==> src/rtl/app_mul_accum_pkg.sv <==
// Shared types and constants for the multiply-accumulate result path.
//   app_acc_state_t   : accumulator job state (idle / accumulating / result held)
//   APP_ACC_W_DEFAULT : default accumulator width
//   APP_SCALAR_W      : width of one product word (scalar_t)
package app_mul_accum_pkg;

    typedef enum logic [1:0] {ACC_IDLE, ACC_ACCUM, ACC_DONE} app_acc_state_t;

    localparam int APP_ACC_W_DEFAULT = 48;
    localparam int APP_SCALAR_W      = 32;

endpackage

==> src/rtl/app_mul_accum_acc_adder.sv <==
// Combinational accumulate step: extends a 32-bit product to ACC_W bits,
// adds it to the running sum, flags overflow and optionally clamps.
// Ports:
//   acc      in  ACC_W  current accumulator value
//   product  in  32     product word
//   sign     in  1      1 = two's-complement job, 0 = unsigned
//   next_acc out ACC_W  accumulator after this add
//   ovf      out 1      this add overflowed
module app_acc_adder
    import app_mul_accum_pkg::*;
#(
    parameter int ACC_W    = APP_ACC_W_DEFAULT,
    parameter int SATURATE = 0
) (
    input  logic [ACC_W-1:0]        acc,
    input  logic [APP_SCALAR_W-1:0] product,
    input  logic                    sign,
    output logic [ACC_W-1:0]        next_acc,
    output logic                    ovf
);

    logic [ACC_W-1:0] ext;
    logic [ACC_W:0]   sum;

    always_comb begin
        ext = sign ? {{(ACC_W-APP_SCALAR_W){product[APP_SCALAR_W-1]}}, product}
                   : {{(ACC_W-APP_SCALAR_W){1'b0}}, product};
        sum = {1'b0, acc} + {1'b0, ext};

        // Unsigned: carry out. Signed: like-signed addends giving an opposite-signed sum.
        if (sign)
            ovf = (acc[ACC_W-1] == ext[ACC_W-1]) && (sum[ACC_W-1] != acc[ACC_W-1]);
        else
            ovf = sum[ACC_W];

        next_acc = sum[ACC_W-1:0];
        if ((SATURATE != 0) && ovf) begin
            if (!sign)
                next_acc = '1;
            else if (acc[ACC_W-1])
                next_acc = {1'b1, {(ACC_W-1){1'b0}}};
            else
                next_acc = {1'b0, {(ACC_W-1){1'b1}}};
        end
    end

endmodule

==> src/rtl/app_mul_accum.sv <==
// Accumulates a programmed number of approximate-multiplier products into a
// wide sum and hands the result back over a valid/ready handshake.
// Ports:
//   clk, reset (sync, active-low)
//   start_en/start_count/start_sign : job start, accepted only while idle
//   busy                            : any state other than idle
//   prod_valid/prod_ready/prod_data : product stream in
//   result_valid/result_ready       : result handshake
//   result_data/result_overflow     : sum and sticky overflow, stable while valid
//
// state     | meaning
// ACC_IDLE  | waiting for start_en
// ACC_ACCUM | accepting products until the count is exhausted
// ACC_DONE  | result held until the consumer takes it
module app_mul_accum
    import app_mul_accum_pkg::*;
#(
    parameter int ACC_W    = APP_ACC_W_DEFAULT,
    parameter int CNT_W    = 8,
    parameter int SATURATE = 0
) (
    input  logic                    clk,
    input  logic                    reset,
    input  logic                    start_en,
    input  logic [CNT_W-1:0]        start_count,
    input  logic                    start_sign,
    output logic                    busy,
    input  logic                    prod_valid,
    output logic                    prod_ready,
    input  logic [APP_SCALAR_W-1:0] prod_data,
    output logic                    result_valid,
    input  logic                    result_ready,
    output logic [ACC_W-1:0]        result_data,
    output logic                    result_overflow
);

    app_acc_state_t   state;
    logic [CNT_W-1:0] remaining;
    logic             sign_q;
    logic [ACC_W-1:0] acc;
    logic             ovf_sticky;
    logic [ACC_W-1:0] next_acc;
    logic             add_ovf;

    app_acc_adder #(
        .ACC_W    (ACC_W),
        .SATURATE (SATURATE)
    ) u_adder (
        .acc      (acc),
        .product  (prod_data),
        .sign     (sign_q),
        .next_acc (next_acc),
        .ovf      (add_ovf)
    );

    always_ff @(posedge clk) begin
        if (!reset) begin
            state           <= ACC_IDLE;
            remaining       <= '0;
            sign_q          <= 1'b0;
            acc             <= '0;
            ovf_sticky      <= 1'b0;
            busy            <= 1'b0;
            prod_ready      <= 1'b0;
            result_valid    <= 1'b0;
            result_data     <= '0;
            result_overflow <= 1'b0;
        end else begin
            case (state)
                ACC_IDLE: begin
                    if (start_en) begin
                        remaining  <= start_count;
                        sign_q     <= start_sign;
                        acc        <= '0;
                        ovf_sticky <= 1'b0;
                        busy       <= 1'b1;
                        if (start_count == '0) begin
                            state           <= ACC_DONE;
                            result_valid    <= 1'b1;
                            result_data     <= '0;
                            result_overflow <= 1'b0;
                        end else begin
                            state      <= ACC_ACCUM;
                            prod_ready <= 1'b1;
                        end
                    end
                end
                ACC_ACCUM: begin
                    if (prod_valid && prod_ready) begin
                        acc        <= next_acc;
                        ovf_sticky <= ovf_sticky | add_ovf;
                        remaining  <= remaining - CNT_W'(1);
                        // Last product: publish the sum directly so valid rises next cycle.
                        if (remaining == CNT_W'(1)) begin
                            state           <= ACC_DONE;
                            prod_ready      <= 1'b0;
                            result_valid    <= 1'b1;
                            result_data     <= next_acc;
                            result_overflow <= ovf_sticky | add_ovf;
                        end
                    end
                end
                ACC_DONE: begin
                    if (result_ready) begin
                        state        <= ACC_IDLE;
                        busy         <= 1'b0;
                        result_valid <= 1'b0;
                    end
                end
                default: begin
                    state        <= ACC_IDLE;
                    busy         <= 1'b0;
                    prod_ready   <= 1'b0;
                    result_valid <= 1'b0;
                end
            endcase
        end
    end

endmodule
==> config.mk <==
export PLATFORM = sky130hd
export DESIGN_NAME = app_mul_accum
export DESIGN_NICKNAME = d
export VERILOG_FILES = /design/src/rtl/app_mul_accum_pkg.sv /design/src/rtl/app_mul_accum_acc_adder.sv /design/src/rtl/app_mul_accum.sv
export SDC_FILE = /design/constraint.sdc
export NUM_CORES = 1
export LEC_CHECK = 0
export CORE_MARGIN = 2
export CORE_UTILIZATION = 30
export DETAILED_ROUTE_END_ITERATION = 8
export GPL_ROUTABILITY_DRIVEN = 0
export GPL_TIMING_DRIVEN = 0
export PLACE_DENSITY = 0.56
export SLEW_MARGIN = 0
export SYNTH_ARGS = -nofsm -noshare
export SYNTH_HDL_FRONTEND = slang
export SYNTH_SLANG_ARGS = --single-unit
==> constraint.sdc <==
create_clock -name clk -period 6.2 [get_ports clk]
set_input_delay 0.62 -clock clk [delete_from_list [all_inputs] [get_ports clk]]
set_output_delay 0.62 -clock clk [all_outputs]
set_load 0.02 [all_outputs]
==> results.txt, run 1 <==
Cells after Synth: 986
Arr. time, crit path: 4710 ps
Hold Fails Final Rpt: 0
Via-to-Cell Ratio: 5.271
largest net degree at the start of global routing: 19
syn nets: 1073
crit path launch type: input pin
Post-CTS Hold Buffers: 0
Pre-antenna DRT Iters: 5
setup TNS: 0 ps
FMAX: 227.3 MHz
Peak VDD IR: 0.0001570 V
Worst Path Max Fanout: 5
Pleak: 0.003472 uW
Clk Latency, worst-skew pair: 370 ps
P&R area growth vs syn: 22.25%
die width: 161.7 um
Resize count post-CTS: 0
unrepaired setup endpoints after global routing: no
sequential area share after synthesis: 0.3007
die height: 161.7 um
clock buffer count from CTS: 9
EDFF count, synth: 0
first-pass GRT wire length: 39.03 mm
Crit path required time: 6520 ps
cell taking the most area after synthesis: dfxtp_1
Top Ports: 98
post-synth top area share: 0.3007
critical path startpoint: prod_data[0]
Starting DRT DRC Count: 570
Overflow after GRT: 0
Final Non-Filler Cells: 1423
status: finished, final reports clean
Synth async-reset ratio: 0
WL/cell: 17.58 um
critical path's slowest cell: o41ai_1
fin worst setup slack: 1801 ps
CP Cell Sequence: clkdlybuf4s50_1 > ha_1 > fa_1 > a211oi_1 > o21bai_1 > o21ba_2 > a41oi_1 > o41ai_1 > a41o_1 > a41oi_1 > or3_1 > o311ai_1 > o211a_1
Nets: 1180
fin crit share: 0.7096
slowest stage delay, CP: 1020 ps
drt drc: 0
Main synth FF type: dfxtp_1
Rows: 57
average size of a mapped cell: 7.563 um2
number of global-route vias before repair: 6940
worst r2r src: sign_q$_SDFFE_PN0P_
antenna violations before repair: 1
Max Cap Viol: 0
Setup Fix Bufs, Post-CTS: 0
Final Setup Violations: 0
GRT Util Overall: 0.1898
HPWL after DPL: 18.91 mm
H-tree levels: 3
Syn Std Cell Area: 7457 um2
CP endpoint kind: register
final wirelength: 25.01 mm
post-detailed-route count of antenna-violating nets: 0
register clock-pin slew on the reported worst setup and hold paths: 80 ps
kind of critical path: in2reg
vias after detailed routing: 7501
share of cells above drive strength 1: 0.03097
top cells by area, synth: dfxtp_1, nand2_1, ha_1
clk sinks: 112
Synth cell types: 72
Initial Util: 0.3057
Root Buffer: clkbuf_16
Fin Clk Skew: 15.96 ps
Worst Hold Class: reg2reg
placed cells: 1406
Crit path top cell by count: a41oi_1
Clock Path Buffers: 2
port bufs: 96
fillcell total: 2599
CORE AREA: 24390 um2
final core utilization: 0.3738
Power Dens Cells: 200.6 nW/um2
Placement Setup Slack: 1459 ps
Period minus WS final: 4399 ps
Worst-Margin Slew: 1043 ps
worst relative slew slack: 0.2954
WHS: 445.7 ps
hold wc startpoint: result_data[46]$_SDFFE_PN0P_
register bit total from synthesis: 112
Synth Warn #: 0
CTS tree: built
max-slew violation count: 0
Die ar.: 26130 um2
per-stage QoR:
step	area, um2	total power [uW]
2_1_floorplan	7457	1074
3_3_place_gp	8823	1241
3_5_place_dp	8823	1244
4_1_cts	9114	1844
5_1_grt	9114	1930
6_report	9116	1829
layout by cell type, fill, tap and decap left out, types with 5 or more instances in the layout:
| cell | count |
|---|---|
| a32o_1 | 5 |
| ha_1 | 40 |
| o31ai_1 | 7 |
| buf_1 | 5 |
| a21o_1 | 13 |
| a22oi_1 | 9 |
| and2_1 | 39 |
| nand2b_1 | 8 |
| a21boi_0 | 36 |
| nor3_1 | 23 |
| a21oi_1 | 70 |
| xor2_1 | 17 |
| o211ai_1 | 9 |
| clkbuf_1 | 63 |
| nand4_1 | 5 |
| nand3_1 | 43 |
| o21a_1 | 5 |
| xnor2_1 | 24 |
| clkbuf_16 | 9 |
| o21ai_0 | 78 |
| nand2_1 | 156 |
| nor2b_1 | 21 |
| a22o_1 | 15 |
| and3_1 | 8 |
| inv_1 | 21 |
| or3_1 | 8 |
| o21bai_1 | 10 |
| a31oi_1 | 7 |
| dfxtp_1 | 112 |
| clkdlybuf4s50_1 | 96 |
| nor2_1 | 52 |
| a211oi_1 | 9 |
where the power goes:
part           switching (uW)  total [uW]  internal (uW)
sequential               20.4         766            746
combinational             306         468            162
clock                     296         595            299
synth_stat cells, drive strengths merged, types with 3 or more instances:
master,n
a31oi,7
dfxtp,112
a21boi,36
a22o,15
a22oi,9
inv,21
o21bai,10
o211a,4
and3,8
o22ai,3
a211oi,10
nand2b,8
a21o,13
xor2,17
a21oi,71
o311ai,3
o21ai,80
nor2b,21
a41oi,4
o21a,5
nor3,23
o211ai,9
nor4,3
nand4,5
or3,9
clkbuf,63
o31ai,9
buf,9
and2,39
o21ba,3
nand2,156
nand3,43
ha,40
nor2,52
mux2i,4
a32o,5
xnor2,25
worst max-delay path: cells and delay by family:
| kind | cells | cell delay, ps |
|---|---|---|
| and+or+nand+nor | 1 | 400 |
| AOI/OAI and AO/OA | 9 | 2740 |
| adders and majority gates | 2 | 450 |
| buffers and inverters | 1 | 480 |
final timing paths:
path	endpoint	slack, ps	depth (start not counted)
worst max-delay path	ovf_sticky$_SDFFE_PN0P_	1800	13
worst min-delay path	result_data[46]$_SDFFE_PN0P_	450	2
worst max register to register	result_data[45]$_SDFFE_PN0P_	2150	13
worst min register to register	result_data[46]$_SDFFE_PN0P_	450	2
layer usage:
layer	track usage	vias up	share of wire	wire length [um]
li1	-	3736	-	-
met1	0.2637	3502	0.48	11910
met2	0.3019	232	0.44	11120
met3	0.03907	31	0.063	1578
met4	0.04706	0	0.016	410
met5	0	-	0	0
registers in the layout, summed over array words and instances, names as in the netlist:
register and count:
remaining 8, sign_q 1, result_valid 1, result_data 48, acc 48, result_overflow 1, busy 1, ovf_sticky 1
prod_ready 1, state 2
logic make-up (layout without fill, tap and decap cells):
kind of cell	count (synthesis)	in the layout	synth area share
other cells	0	1	0
compound gates	318	318	0.2862
xor+xnor	43	43	0.05336
mux	4	4	0.005369
fa+ha+maj	41	41	0.06980
simple gates	375	375	0.2367
buf+inv	93	205	0.04782
flops	112	112	0.3007
cell type report:
| type | instances | area, um2 | area share |
|---|---|---|---|
| multi-input cells | 781 | 4858 | 0.5329 |
| flip-flops and latches | 112 | 2242 | 0.2460 |
| repair buffers | 96 | 960.9 | 0.1054 |
| well taps | 324 | 405.4 | 0.04447 |
| plain buffers | 72 | 277.8 | 0.03047 |
| clock buffers | 11 | 252.7 | 0.02772 |
| inverters | 21 | 78.83 | 0.008647 |
| clock inverters | 5 | 37.54 | 0.004117 |
| diodes | 1 | 2.502 | 0.0002745 |
Note: power is estimated with default switching activity, not from simulation.
==> run 2: changes to the inputs <==
clock period = 4.2 ns   (was 6.2 ns; I/O delays follow)
==> run 2 against run 1 <==
  * Register-to-register slack worse by 1700 ps
  * Design area up 0.18%
  * Critical path depth unchanged
  * Critical endpoint is now acc[43]$_SDFFE_PN0P_
  * Largest cell class unchanged
  * Critical path type unchanged
==> results.txt, run 2 (same netlist as run 1, synthesis figures left out) <==
status: finished, final reports clean (unchanged)
fin worst setup slack: 287.5 ps (was 1801 ps)
CTS tree: built (unchanged)
Clock Path Buffers: 2 (unchanged)
Worst Setup EP: acc[43]$_SDFFE_PN0P_ (was ovf_sticky$_SDFFE_PN0P_)
Nets: 1180 (unchanged)
post-detailed-route count of antenna-violating nets: 0 (unchanged)
number of global-route vias before repair: 6940 (unchanged)
first-pass GRT wire length: 39.03 mm (unchanged)
antenna violations before repair: 1 (unchanged)
WL/cell: 17.56 um (was 17.58 um)
Final Non-Filler Cells: 1423 (unchanged)
Crit path required time: 4460 ps (was 6520 ps)
die width: 161.7 um (unchanged)
Starting DRT DRC Count: 507 (was 570)
port bufs: 96 (unchanged)
Reg2Reg Depth: 12 (was 13)
Peak VDD IR: 0.0002314 V (was 0.0001570 V)
commonest non-fill, non-tap cell in the layout: nand2_1 (unchanged)
clock buffer count from CTS: 9 (unchanged)
worst r2r src: acc[23]$_SDFFE_PN0P_ (was sign_q$_SDFFE_PN0P_)
die height: 161.7 um (unchanged)
crit path launch type: input pin (unchanged)
Worst Hold Class: reg2reg (unchanged)
Top Ports: 98 (unchanged)
setup slack, reg-to-reg: 480 ps (was 2150 ps)
Fin Clk Skew: 16.30 ps (was 15.96 ps)
P&R area growth vs syn: 22.47% (was 22.25%)
R2R Path End: acc[43]$_SDFFE_PN0P_ (was result_data[45]$_SDFFE_PN0P_)
Via-to-Cell Ratio: 5.252 (was 5.271)
Rows: 57 (unchanged)
Worst-Margin Slew: 951.6 ps (was 1043 ps)
Largest regs: acc (48), result_data (48), remaining (8) (unchanged)
Worst Path Max Fanout: 8 (was 5)
share of cells above drive strength 1: 0.03370 (was 0.03097)
Period minus WS final: 3913 ps
critical path startpoint: prod_data[23] (was prod_data[0])
vias after detailed routing: 7473 (was 7501)
CORE AREA: 24390 um2 (unchanged)
Max Cap Viol: 0 (unchanged)
fin crit share: 0.9315
Clk Latency, worst-skew pair: 370 ps (about the same)
Pre-antenna DRT Iters: 5 (unchanged)
max-slew violation count: 0 (unchanged)
largest net degree at the start of global routing: 19 (unchanged)
GRT Util Overall: 0.1898 (unchanged)
Setup Fix Bufs, Post-CTS: 0 (unchanged)
worst relative slew slack: 0.3632 (was 0.2954)
clk sinks: 112 (unchanged)
register clock-pin slew on the reported worst setup and hold paths: 80 ps (about the same)
Initial Util: 0.3057 (unchanged)
HPWL after DPL: 18.91 mm (unchanged)
Hold Fails Final Rpt: 0 (unchanged)
commonest cells after routing, fill and taps aside: nand2_1, dfxtp_1, clkdlybuf4s50_1, o21ai_0, a21oi_1 (unchanged)
Power Dens Cells: 295.7 nW/um2 (was 200.6 nW/um2)
kind of critical path: in2reg (unchanged)
H-tree levels: 3 (unchanged)
placed cells: 1406 (unchanged)
final wirelength: 24.99 mm (was 25.01 mm)
FMAX: 255.6 MHz
CP endpoint kind: register (unchanged)
Final Setup Violations: 0 (unchanged)
Overflow after GRT: 0 (unchanged)
Root Buffer: clkbuf_16 (unchanged)
drt drc: 0 (unchanged)
Post-CTS Hold Buffers: 0 (unchanged)
Die ar.: 26130 um2 (unchanged)
Pleak: 0.003481 uW (was 0.003472 uW)
Placement Setup Slack: -340.9 ps (was 1459 ps)
unrepaired setup endpoints after global routing: no (unchanged)
Arr. time, crit path: 4170 ps (was 4710 ps)
[run 2: changes by cell type in the layout (fill, tap and decap cells not counted)]
cell,delta
buf_1,-1
a41oi_1,-1
o41ai_2,+1
clkbuf_2,+1
o41ai_1,-1
a41oi_2,+1
[run 2: how the worst min path moves through the flow]
stage | start | end | slack (ps) | cells past startpoint
global route | result_data[46]$_SDFFE_PN0P_ | result_data[46]$_SDFFE_PN0P_ | 480 | 2
CTS | result_data[46]$_SDFFE_PN0P_ | result_data[46]$_SDFFE_PN0P_ | 450 | 2
floorplan | acc[0]$_SDFFE_PN0P_ | acc[0]$_SDFFE_PN0P_ | 450 | 2
detailed placement | result_data[46]$_SDFFE_PN0P_ | result_data[46]$_SDFFE_PN0P_ | 440 | 2
finish | result_data[46]$_SDFFE_PN0P_ | result_data[46]$_SDFFE_PN0P_ | 450 | 2
global placement | result_data[46]$_SDFFE_PN0P_ | result_data[46]$_SDFFE_PN0P_ | 430 | 2
[run 2: routing by layer]
| metal | global-route usage | wire length, um | vias to the layer above |
|---|---|---|---|
| li1 | - | - | 3730 |
| met1 | 0.2637 | 11860 | 3480 |
| met2 | 0.3019 | 11110 | 233 |
| met3 | 0.03907 | 1624 | 30 |
| met4 | 0.04706 | 401 | 0 |
| met5 | 0 | 0 | - |
[run 2: repair_timing]
action	in CTS	in global routing
resized for setup	0	3
hold endpoints to repair	0	0
endpoints found under the setup margin	0	8
[run 2: power by group]
part	internal, uW	total, uW	switching [uW]
Sequential	1100	1130	30.0
Clock	441	881	440
Combinational	240	689	449
[run 2: metrics by stage]
| stage | power (uW) | util | instance area (um2) | hold WS (ps) | TNS, ps |
|---|---|---|---|---|---|
| 2_1_floorplan | 1585 | - | 7457 | 447.2 | 0 |
| 3_3_place_gp | 1831 | 0.3618 | 8823 | 434.2 | -2568 |
| 3_5_place_dp | 1836 | 0.3618 | 8823 | 435.7 | -2525 |
| 4_1_cts | 2722 | 0.3737 | 9114 | 447.4 | 0 |
| 5_1_grt | 2851 | 0.3743 | 9130 | 475.7 | 0 |
| 6_report | 2701 | 0.3744 | 9133 | 445.7 | 0 |
[run 2: cell type report]
| class | count | area, um2 |
|---|---|---|
| diodes | 1 | 2.502 |
| plain buffers | 72 | 279.0 |
| clock buffers | 11 | 252.7 |
| clock inverters | 5 | 37.54 |
| fillers | 2602 | 15260 |
| inverters | 21 | 78.83 |
| multi-input cells | 781 | 4873 |
| flip-flops and latches | 112 | 2242 |
| well taps | 324 | 405.4 |
| repair buffers | 96 | 960.9 |
[run 2: critical path, stage by stage]
cell and delay, ps:
clkdlybuf4s50_1 460, ha_1 300, buf_2 170, nand4_1 140, or3_4 420, or4_1 500, a21oi_2 160, o31ai_2 110
a2111oi_4 610, o31ai_2 200, xnor2_2 270, o21ai_0 120, a32o_1 280
